## src/rtl/sseg_scan_decoder_pkg.sv

```systemverilog
// Shared definitions for the 7-segment scan decoder: glyph patterns (a..g, active-low),
// FSM state encoding and the anode strobe classifier.
package sseg_scan_decoder_pkg;

    localparam logic [6:0] SSEG_0     = 7'b0000001;
    localparam logic [6:0] SSEG_1     = 7'b1001111;
    localparam logic [6:0] SSEG_2     = 7'b0010010;
    localparam logic [6:0] SSEG_3     = 7'b0000110;
    localparam logic [6:0] SSEG_4     = 7'b1001100;
    localparam logic [6:0] SSEG_5     = 7'b0100100;
    localparam logic [6:0] SSEG_6     = 7'b0100000;
    localparam logic [6:0] SSEG_7     = 7'b0001111;
    localparam logic [6:0] SSEG_8     = 7'b0000000;
    localparam logic [6:0] SSEG_9     = 7'b0000100;
    localparam logic [6:0] SSEG_A     = 7'b0001000;
    localparam logic [6:0] SSEG_B     = 7'b1100000;
    localparam logic [6:0] SSEG_C     = 7'b0110001;
    localparam logic [6:0] SSEG_D     = 7'b1000010;
    localparam logic [6:0] SSEG_E     = 7'b0110000;
    localparam logic [6:0] SSEG_F     = 7'b0111000;
    localparam logic [6:0] SSEG_BLANK = 7'b1111111;

    typedef enum logic [1:0] {
        ST_IDLE   = 2'd0,
        ST_SETTLE = 2'd1,
        ST_HELD   = 2'd2
    } state_t;

    typedef struct packed {
        logic       legal;
        logic [1:0] idx;
    } strobe_t;

    // Exactly one low anode is a legal strobe; blank and ghost patterns are both illegal.
    function automatic strobe_t strobe_decode(input logic [3:0] an);
        strobe_t s;
        s.legal = 1'b1;
        s.idx   = 2'd0;
        case (an)
            4'b1110: s.idx = 2'd0;
            4'b1101: s.idx = 2'd1;
            4'b1011: s.idx = 2'd2;
            4'b0111: s.idx = 2'd3;
            default: s.legal = 1'b0;
        endcase
        return s;
    endfunction

endpackage

```

## src/rtl/sseg_scan_decoder_if.sv

```systemverilog
// Display bus plus readback results; master drives the scanned bus, slave is the decoder.
interface sseg_scan_decoder_if;
    logic [0:6]  SSeg_in;
    logic [3:0]  an_in;
    logic [15:0] digits;
    logic [3:0]  digit_valid;
    logic        frame_valid;
    logic        capture;
    logic        pattern_err;
    logic [1:0]  err_digit;

    modport master (
        output SSeg_in, an_in,
        input  digits, digit_valid, frame_valid, capture, pattern_err, err_digit
    );

    modport slave (
        input  SSeg_in, an_in,
        output digits, digit_valid, frame_valid, capture, pattern_err, err_digit
    );
endinterface

```

## src/rtl/sseg_scan_decoder_glyph_decode.sv

```systemverilog
// Inverse hex glyph lookup: 7-bit active-low pattern to {hit, nibble}.
module sseg_scan_decoder_glyph_decode
    import sseg_scan_decoder_pkg::*;
(
    input  logic [0:6] seg,
    output logic       hit,
    output logic [3:0] nibble
);

    always_comb begin
        hit    = 1'b1;
        nibble = 4'h0;
        case (seg)
            SSEG_0:  nibble = 4'h0;
            SSEG_1:  nibble = 4'h1;
            SSEG_2:  nibble = 4'h2;
            SSEG_3:  nibble = 4'h3;
            SSEG_4:  nibble = 4'h4;
            SSEG_5:  nibble = 4'h5;
            SSEG_6:  nibble = 4'h6;
            SSEG_7:  nibble = 4'h7;
            SSEG_8:  nibble = 4'h8;
            SSEG_9:  nibble = 4'h9;
            SSEG_A:  nibble = 4'hA;
            SSEG_B:  nibble = 4'hB;
            SSEG_C:  nibble = 4'hC;
            SSEG_D:  nibble = 4'hD;
            SSEG_E:  nibble = 4'hE;
            SSEG_F:  nibble = 4'hF;
            default: hit    = 1'b0;
        endcase
    end

endmodule

```

## src/rtl/sseg_scan_decoder.sv

```systemverilog
// Receive side of a 4-digit multiplexed 7-segment bus: synchronise, wait for each strobe
// to settle, then inverse-decode one hex nibble per digit.
module sseg_scan_decoder
    import sseg_scan_decoder_pkg::*;
#(
    parameter int STABLE_CYCLES  = 4,
    parameter int TIMEOUT_CYCLES = 100000
) (
    input  logic                 clk,
    input  logic                 rst,
    sseg_scan_decoder_if.slave   bus
);

    localparam int             TW        = $clog2(TIMEOUT_CYCLES + 1);
    localparam logic [7:0]     STAB_LAST = 8'(STABLE_CYCLES - 1);
    localparam logic [TW-1:0]  TO_MAX    = TW'(TIMEOUT_CYCLES);

    logic [0:6]    seg_s1_reg, seg_s2_reg, seg_samp_reg, seg_prev_reg;
    logic [3:0]    an_s1_reg, an_s2_reg, an_samp_reg, an_prev_reg;

    state_t        state_reg, state_next;
    logic [7:0]    stab_reg, stab_next;
    logic [TW-1:0] to_cnt_reg;

    logic [3:0]    digit_reg [4];
    logic [3:0]    digit_valid_reg;
    logic          capture_reg;
    logic          pattern_err_reg;
    logic [1:0]    err_digit_reg;

    logic          cap_fire;
    logic          changed;
    strobe_t       samp_strobe;
    logic          glyph_hit;
    logic [3:0]    glyph_nibble;

    assign changed     = (seg_samp_reg != seg_prev_reg) || (an_samp_reg != an_prev_reg);
    assign samp_strobe = strobe_decode(an_samp_reg);

    sseg_scan_decoder_glyph_decode u_glyph (
        .seg    (seg_samp_reg),
        .hit    (glyph_hit),
        .nibble (glyph_nibble)
    );

    always_comb begin
        state_next = state_reg;
        stab_next  = stab_reg;
        cap_fire   = 1'b0;
        case (state_reg)
            ST_IDLE: begin
                if (samp_strobe.legal) begin
                    state_next = ST_SETTLE;
                    stab_next  = 8'd0;
                end
            end
            ST_SETTLE: begin
                if (changed) begin
                    stab_next = 8'd0;
                    if (!samp_strobe.legal) state_next = ST_IDLE;
                end else if (stab_reg >= STAB_LAST) begin
                    cap_fire   = 1'b1;
                    state_next = ST_HELD;
                    stab_next  = 8'd0;
                end else begin
                    stab_next = stab_reg + 8'd1;
                end
            end
            ST_HELD: begin
                // One capture per settled strobe: only a change re-arms the FSM.
                if (changed) begin
                    stab_next  = 8'd0;
                    state_next = samp_strobe.legal ? ST_SETTLE : ST_IDLE;
                end
            end
            default: begin
                state_next = ST_IDLE;
                stab_next  = 8'd0;
            end
        endcase
    end

    always_ff @(posedge clk) begin
        if (rst) begin
            seg_s1_reg      <= '1;
            seg_s2_reg      <= '1;
            seg_samp_reg    <= '1;
            seg_prev_reg    <= '1;
            an_s1_reg       <= '1;
            an_s2_reg       <= '1;
            an_samp_reg     <= '1;
            an_prev_reg     <= '1;
            state_reg       <= ST_IDLE;
            stab_reg        <= 8'd0;
            to_cnt_reg      <= '0;
            for (int i = 0; i < 4; i++) digit_reg[i] <= 4'h0;
            digit_valid_reg <= 4'h0;
            capture_reg     <= 1'b0;
            pattern_err_reg <= 1'b0;
            err_digit_reg   <= 2'd0;
        end else begin
            seg_s1_reg      <= bus.SSeg_in;
            seg_s2_reg      <= seg_s1_reg;
            seg_samp_reg    <= seg_s2_reg;
            seg_prev_reg    <= seg_samp_reg;
            an_s1_reg       <= bus.an_in;
            an_s2_reg       <= an_s1_reg;
            an_samp_reg     <= an_s2_reg;
            an_prev_reg     <= an_samp_reg;
            state_reg       <= state_next;
            stab_reg        <= stab_next;
            capture_reg     <= cap_fire;
            pattern_err_reg <= cap_fire && !glyph_hit;
            if (cap_fire) begin
                to_cnt_reg <= '0;
                if (glyph_hit) begin
                    digit_reg[samp_strobe.idx]       <= glyph_nibble;
                    digit_valid_reg[samp_strobe.idx] <= 1'b1;
                end else begin
                    digit_valid_reg[samp_strobe.idx] <= 1'b0;
                    err_digit_reg                    <= samp_strobe.idx;
                end
            end else begin
                // Saturated counter means the display went quiet: keep nibbles, drop validity.
                if (to_cnt_reg != TO_MAX) to_cnt_reg <= to_cnt_reg + 1'b1;
                else                      digit_valid_reg <= 4'h0;
            end
        end
    end

    genvar gi;
    generate
        for (gi = 0; gi < 4; gi++) begin : g_digit_out
            assign bus.digits[4*gi +: 4] = digit_reg[gi];
        end
    endgenerate

    assign bus.digit_valid = digit_valid_reg;
    assign bus.frame_valid = &digit_valid_reg;
    assign bus.capture     = capture_reg;
    assign bus.pattern_err = pattern_err_reg;
    assign bus.err_digit   = err_digit_reg;

endmodule

```

## src/flat_wrapper.sv

```systemverilog
// flat-port wrapper written by rule: the top's interface ports become plain ports
module sseg_scan_decoder_flat import sseg_scan_decoder_pkg::*;
#(
    parameter int STABLE_CYCLES  = 4,
    parameter int TIMEOUT_CYCLES = 100000
)
  (clk, rst, bus_SSeg_in, bus_an_in, bus_digits, bus_digit_valid, bus_frame_valid, bus_capture, bus_pattern_err, bus_err_digit);
  sseg_scan_decoder_if bus_i ();
  input  logic clk;
  input  logic rst;
  input wire logic [$bits(bus_i.SSeg_in)-1:0] bus_SSeg_in;
  input wire logic [$bits(bus_i.an_in)-1:0] bus_an_in;
  output wire logic [$bits(bus_i.digits)-1:0] bus_digits;
  output wire logic [$bits(bus_i.digit_valid)-1:0] bus_digit_valid;
  output wire logic [$bits(bus_i.frame_valid)-1:0] bus_frame_valid;
  output wire logic [$bits(bus_i.capture)-1:0] bus_capture;
  output wire logic [$bits(bus_i.pattern_err)-1:0] bus_pattern_err;
  output wire logic [$bits(bus_i.err_digit)-1:0] bus_err_digit;
  assign bus_i.SSeg_in = bus_SSeg_in;
  assign bus_i.an_in = bus_an_in;
  assign bus_digits = bus_i.digits;
  assign bus_digit_valid = bus_i.digit_valid;
  assign bus_frame_valid = bus_i.frame_valid;
  assign bus_capture = bus_i.capture;
  assign bus_pattern_err = bus_i.pattern_err;
  assign bus_err_digit = bus_i.err_digit;
  sseg_scan_decoder #(.STABLE_CYCLES(STABLE_CYCLES), .TIMEOUT_CYCLES(TIMEOUT_CYCLES)) u_core (.clk(clk), .rst(rst), .bus(bus_i));
endmodule
```

## config.mk

```make
export PLATFORM = sky130hd
export DESIGN_NAME = sseg_scan_decoder_flat
export DESIGN_NICKNAME = d
export VERILOG_FILES = /design/src/rtl/sseg_scan_decoder_pkg.sv /design/src/rtl/sseg_scan_decoder_if.sv /design/src/rtl/sseg_scan_decoder_glyph_decode.sv /design/src/rtl/sseg_scan_decoder.sv /design/src/flat_wrapper.sv
export SDC_FILE = /design/constraint.sdc
export NUM_CORES = 1
export LEC_CHECK = 0
export CORE_UTILIZATION = 56
export CTS_CLUSTER_DIAMETER = 60
export DETAILED_ROUTE_END_ITERATION = 8
export PLACE_DENSITY = 0.8
export SYNTH_ARGS = -nofsm -noshare
export SYNTH_HDL_FRONTEND = slang
export SYNTH_SLANG_ARGS = --single-unit
```

## constraint.sdc

```tcl
create_clock -name clk -period 2.6 [get_ports clk]
set_clock_uncertainty 0.15 [all_clocks]
set_input_delay 0.52 -clock clk [delete_from_list [all_inputs] [get_ports clk]]
set_output_delay 0.52 -clock clk [all_outputs]
set_load 0.005 [all_outputs]
```

==> flow_summary.toml <==
[place]
hpwl_mm = 4.96
io_buffers = 37
dp.cells = 508
gp_congestion = 0.802

[yosys]
synth_nets = 400
async_flop_share_pct = 0
postSynthAreaPerCell_um2 = 10.2
syn_area_um2 = 3930
syn_inst = 384
ys_types = 68
synth_seq_area_share_pct = 52.5
synth_enable_flop_cells = 16
synth-seq-cells = 95
yosysWarningCount = 0
ys_dominant_reg_cell = "dfxtp_1"

[cts]
cts-root-buf = "clkbuf_8"
clock_tree.buffer_depth = 2
clock_latency_ns = 0.36
cts_resized = 0
cts_made_buffers = 9
tritoncts = "done"
cts.sinks = 95
cts_setup_buffers = 0
cts_max_level = 3
path_clk_slew_ns = 0.09
holdBufCountCts = 0

[sta]
finalCritPeriodShare_pct = 93.4
setup_violations = 0
relSlewSlack_pct = 70.6
report.final.slew_viol_count = 0
fmax_mhz = 412
worstMarginPinSlew_ns = 0.441
rsz0062_at_grt = "no"
period_minus_slack_ns = 2.43
final-hold-violation-count = 0
tns_ns = 0

[hold_path]
hold_depth = 1
holdCritPathClass = "register to register"

[die]
die_w_um = 85.7
placementRows = 30
ios = 38
initial_core_util_pct = 57.8
die_h_um = 85.7
dieArea_um2 = 7350
core_um2 = 6790

[grt]
antenna_found_initial = 0
grt_overflow = 0
grt_util_all_layers_pct = 20.4
grt_max_degree = 35
grt_pass1_vias = 2523
grt_pass1_wl_mm = 11.6

[run]
cap_violations = 0

[cells_and_area]
fillers = 549
multi_input_area_um2 = 1720
finish.net_count = 439
largest_register_ffs = 17
final-instance-count-excl-fill = 524
area_delta_synth_final_pct = 16.5
antennaDiodeCount = 0
mostFrequentLayoutCells = "dfxtp_1, nor2_1, or2_2, clkdlybuf4s50_1, xnor2_1"
layout_commonest_cell = "dfxtp_1"
drive_above_1_share_pct = 19.6
regArea_um2 = 2060

[worst_setup_path]
crit_type = "register to register"
critPathMaxFanout = 9
reg2regPathDepth = 7
worst_setup_path_end_kind = "register"
startpoint_type = "register"
cp.arrival_ns = 2.30
cp.required_ns = 2.47

[routing]
avgRoutedWirePerCell_um = 13.4
ant_nets = 0
wirelength_mm = 7.03
drtIter0Drc = 95
drc_errors = 0
via_per_inst = 5.38
first_pass_iters = 4
vias = 2818

[power]
powerDensity_nw_per_um2 = 578
p_leak_nw = 1.67
vdd_drop_max_v = 0.000321

[outcome]
outcome = "finished clean"
-- cell type report --
cell class	instances	area share, %
Tap cell	96	2.63
Inverter	9	0.739
Clock inverter	4	0.574
Clock buffer	12	3.64
Multi-Input combinational cell	261	37.6
Timing Repair Buffer	47	9.74
Sequential cell	95	45.1
-- power by group --
group | total, mW | internal (mW) | switching, mW
combinational | 0.169 | 0.0871 | 0.0821
clock | 0.922 | 0.433 | 0.490
sequential | 1.55 | 1.53 | 0.0241
total | 2.65 | 2.05 | 0.596
-- worst max-delay path, cell delays in order, from the launching register on --
cell and delay [ns]:
dfxtp_1 0.51, buf_4 0.22, and3_2 0.22, nand3_1 0.10, a21o_2 0.25, nand4_1 0.13, nand2_1 0.13, o21bai_1 0.37
-- layer usage --
| layer | part of all wire [%] | GRT usage [%] |
|---|---|---|
| met1 | 46 | 25.9 |
| met3 | 4.5 | 3.66 |
| met2 | 48 | 33.7 |
| met5 | 0 | 0 |
| met4 | 1.4 | 9.55 |
-- synth_stat cells (3+ instances only) --
| library cell | n | area share [%] |
|---|---|---|
| xor2_1 | 9 | 2.0 |
| or3_1 | 3 | 0.48 |
| a41oi_1 | 5 | 1.1 |
| buf_2 | 5 | 0.64 |
| edfxtp_1 | 16 | 12 |
| o21bai_1 | 5 | 0.96 |
| xnor2_1 | 19 | 4.2 |
| dfxtp_1 | 79 | 40 |
| nor3b_1 | 3 | 0.57 |
| ha_1 | 3 | 0.96 |
| nand3_1 | 10 | 1.3 |
| a21oi_1 | 10 | 1.3 |
| nor3_1 | 10 | 1.3 |
| and3_1 | 9 | 1.4 |
| nor2b_1 | 3 | 0.48 |
| o21ai_0 | 7 | 0.89 |
| or2_1 | 4 | 0.64 |
| nand4b_1 | 5 | 1.1 |
| buf_6 | 3 | 0.86 |
| and4_1 | 4 | 0.89 |
| clkbuf_1 | 8 | 0.76 |
| nand2_1 | 7 | 0.67 |
| nand4_1 | 8 | 1.3 |
| inv_1 | 8 | 0.76 |
| or2_2 | 44 | 7.0 |
| nor2_1 | 45 | 4.3 |
-- cell families after synthesis --
kind of cell | Yosys count | share of synthesized area, %
adders and majority gates | 3 | 0.956
xor gates and xnor gates | 28 | 6.24
muxes | 3 | 0.796
AOI/OAI and AO/OA | 51 | 9.72
and+or+nand+nor | 176 | 26.1
buffers and inverters | 28 | 3.70
DFF | 95 | 52.5
-- per-stage QoR --
step | total power, mW | utilization (%) | hold WS (ns) | instance area, um^2 | setup WS [ns]
after detailed placement | 1.76 | 64.5 | 0.243 | 4380 | 0.204
after global routing | 2.75 | 67.3 | 0.276 | 4570 | 0.0524
after CTS | 2.67 | 67.3 | 0.263 | 4570 | 0.179
after floorplan | 1.70 | - | 0.239 | 3930 | 0.411
final | 2.65 | 67.3 | 0.262 | 4570 | 0.171
after global placement | 1.75 | 64.5 | 0.241 | 4380 | 0.294
-- worst paths after layout --
kind	start	to	slack, ns
worst max-delay path	u_core.seg_samp_reg[3]$_SDFF_PP1_	u_core.digit_reg[0][2]$_SDFFCE_PN0P_	0.17
worst min-delay path	u_core.seg_s2_reg[2]$_SDFF_PP1_	u_core.seg_samp_reg[2]$_SDFF_PP1_	0.26
worst max register to register	u_core.seg_samp_reg[3]$_SDFF_PP1_	u_core.digit_reg[0][2]$_SDFFCE_PN0P_	0.17
worst min register to register	u_core.seg_s2_reg[2]$_SDFF_PP1_	u_core.seg_samp_reg[2]$_SDFF_PP1_	0.26
(Power assumes the default switching activity.)
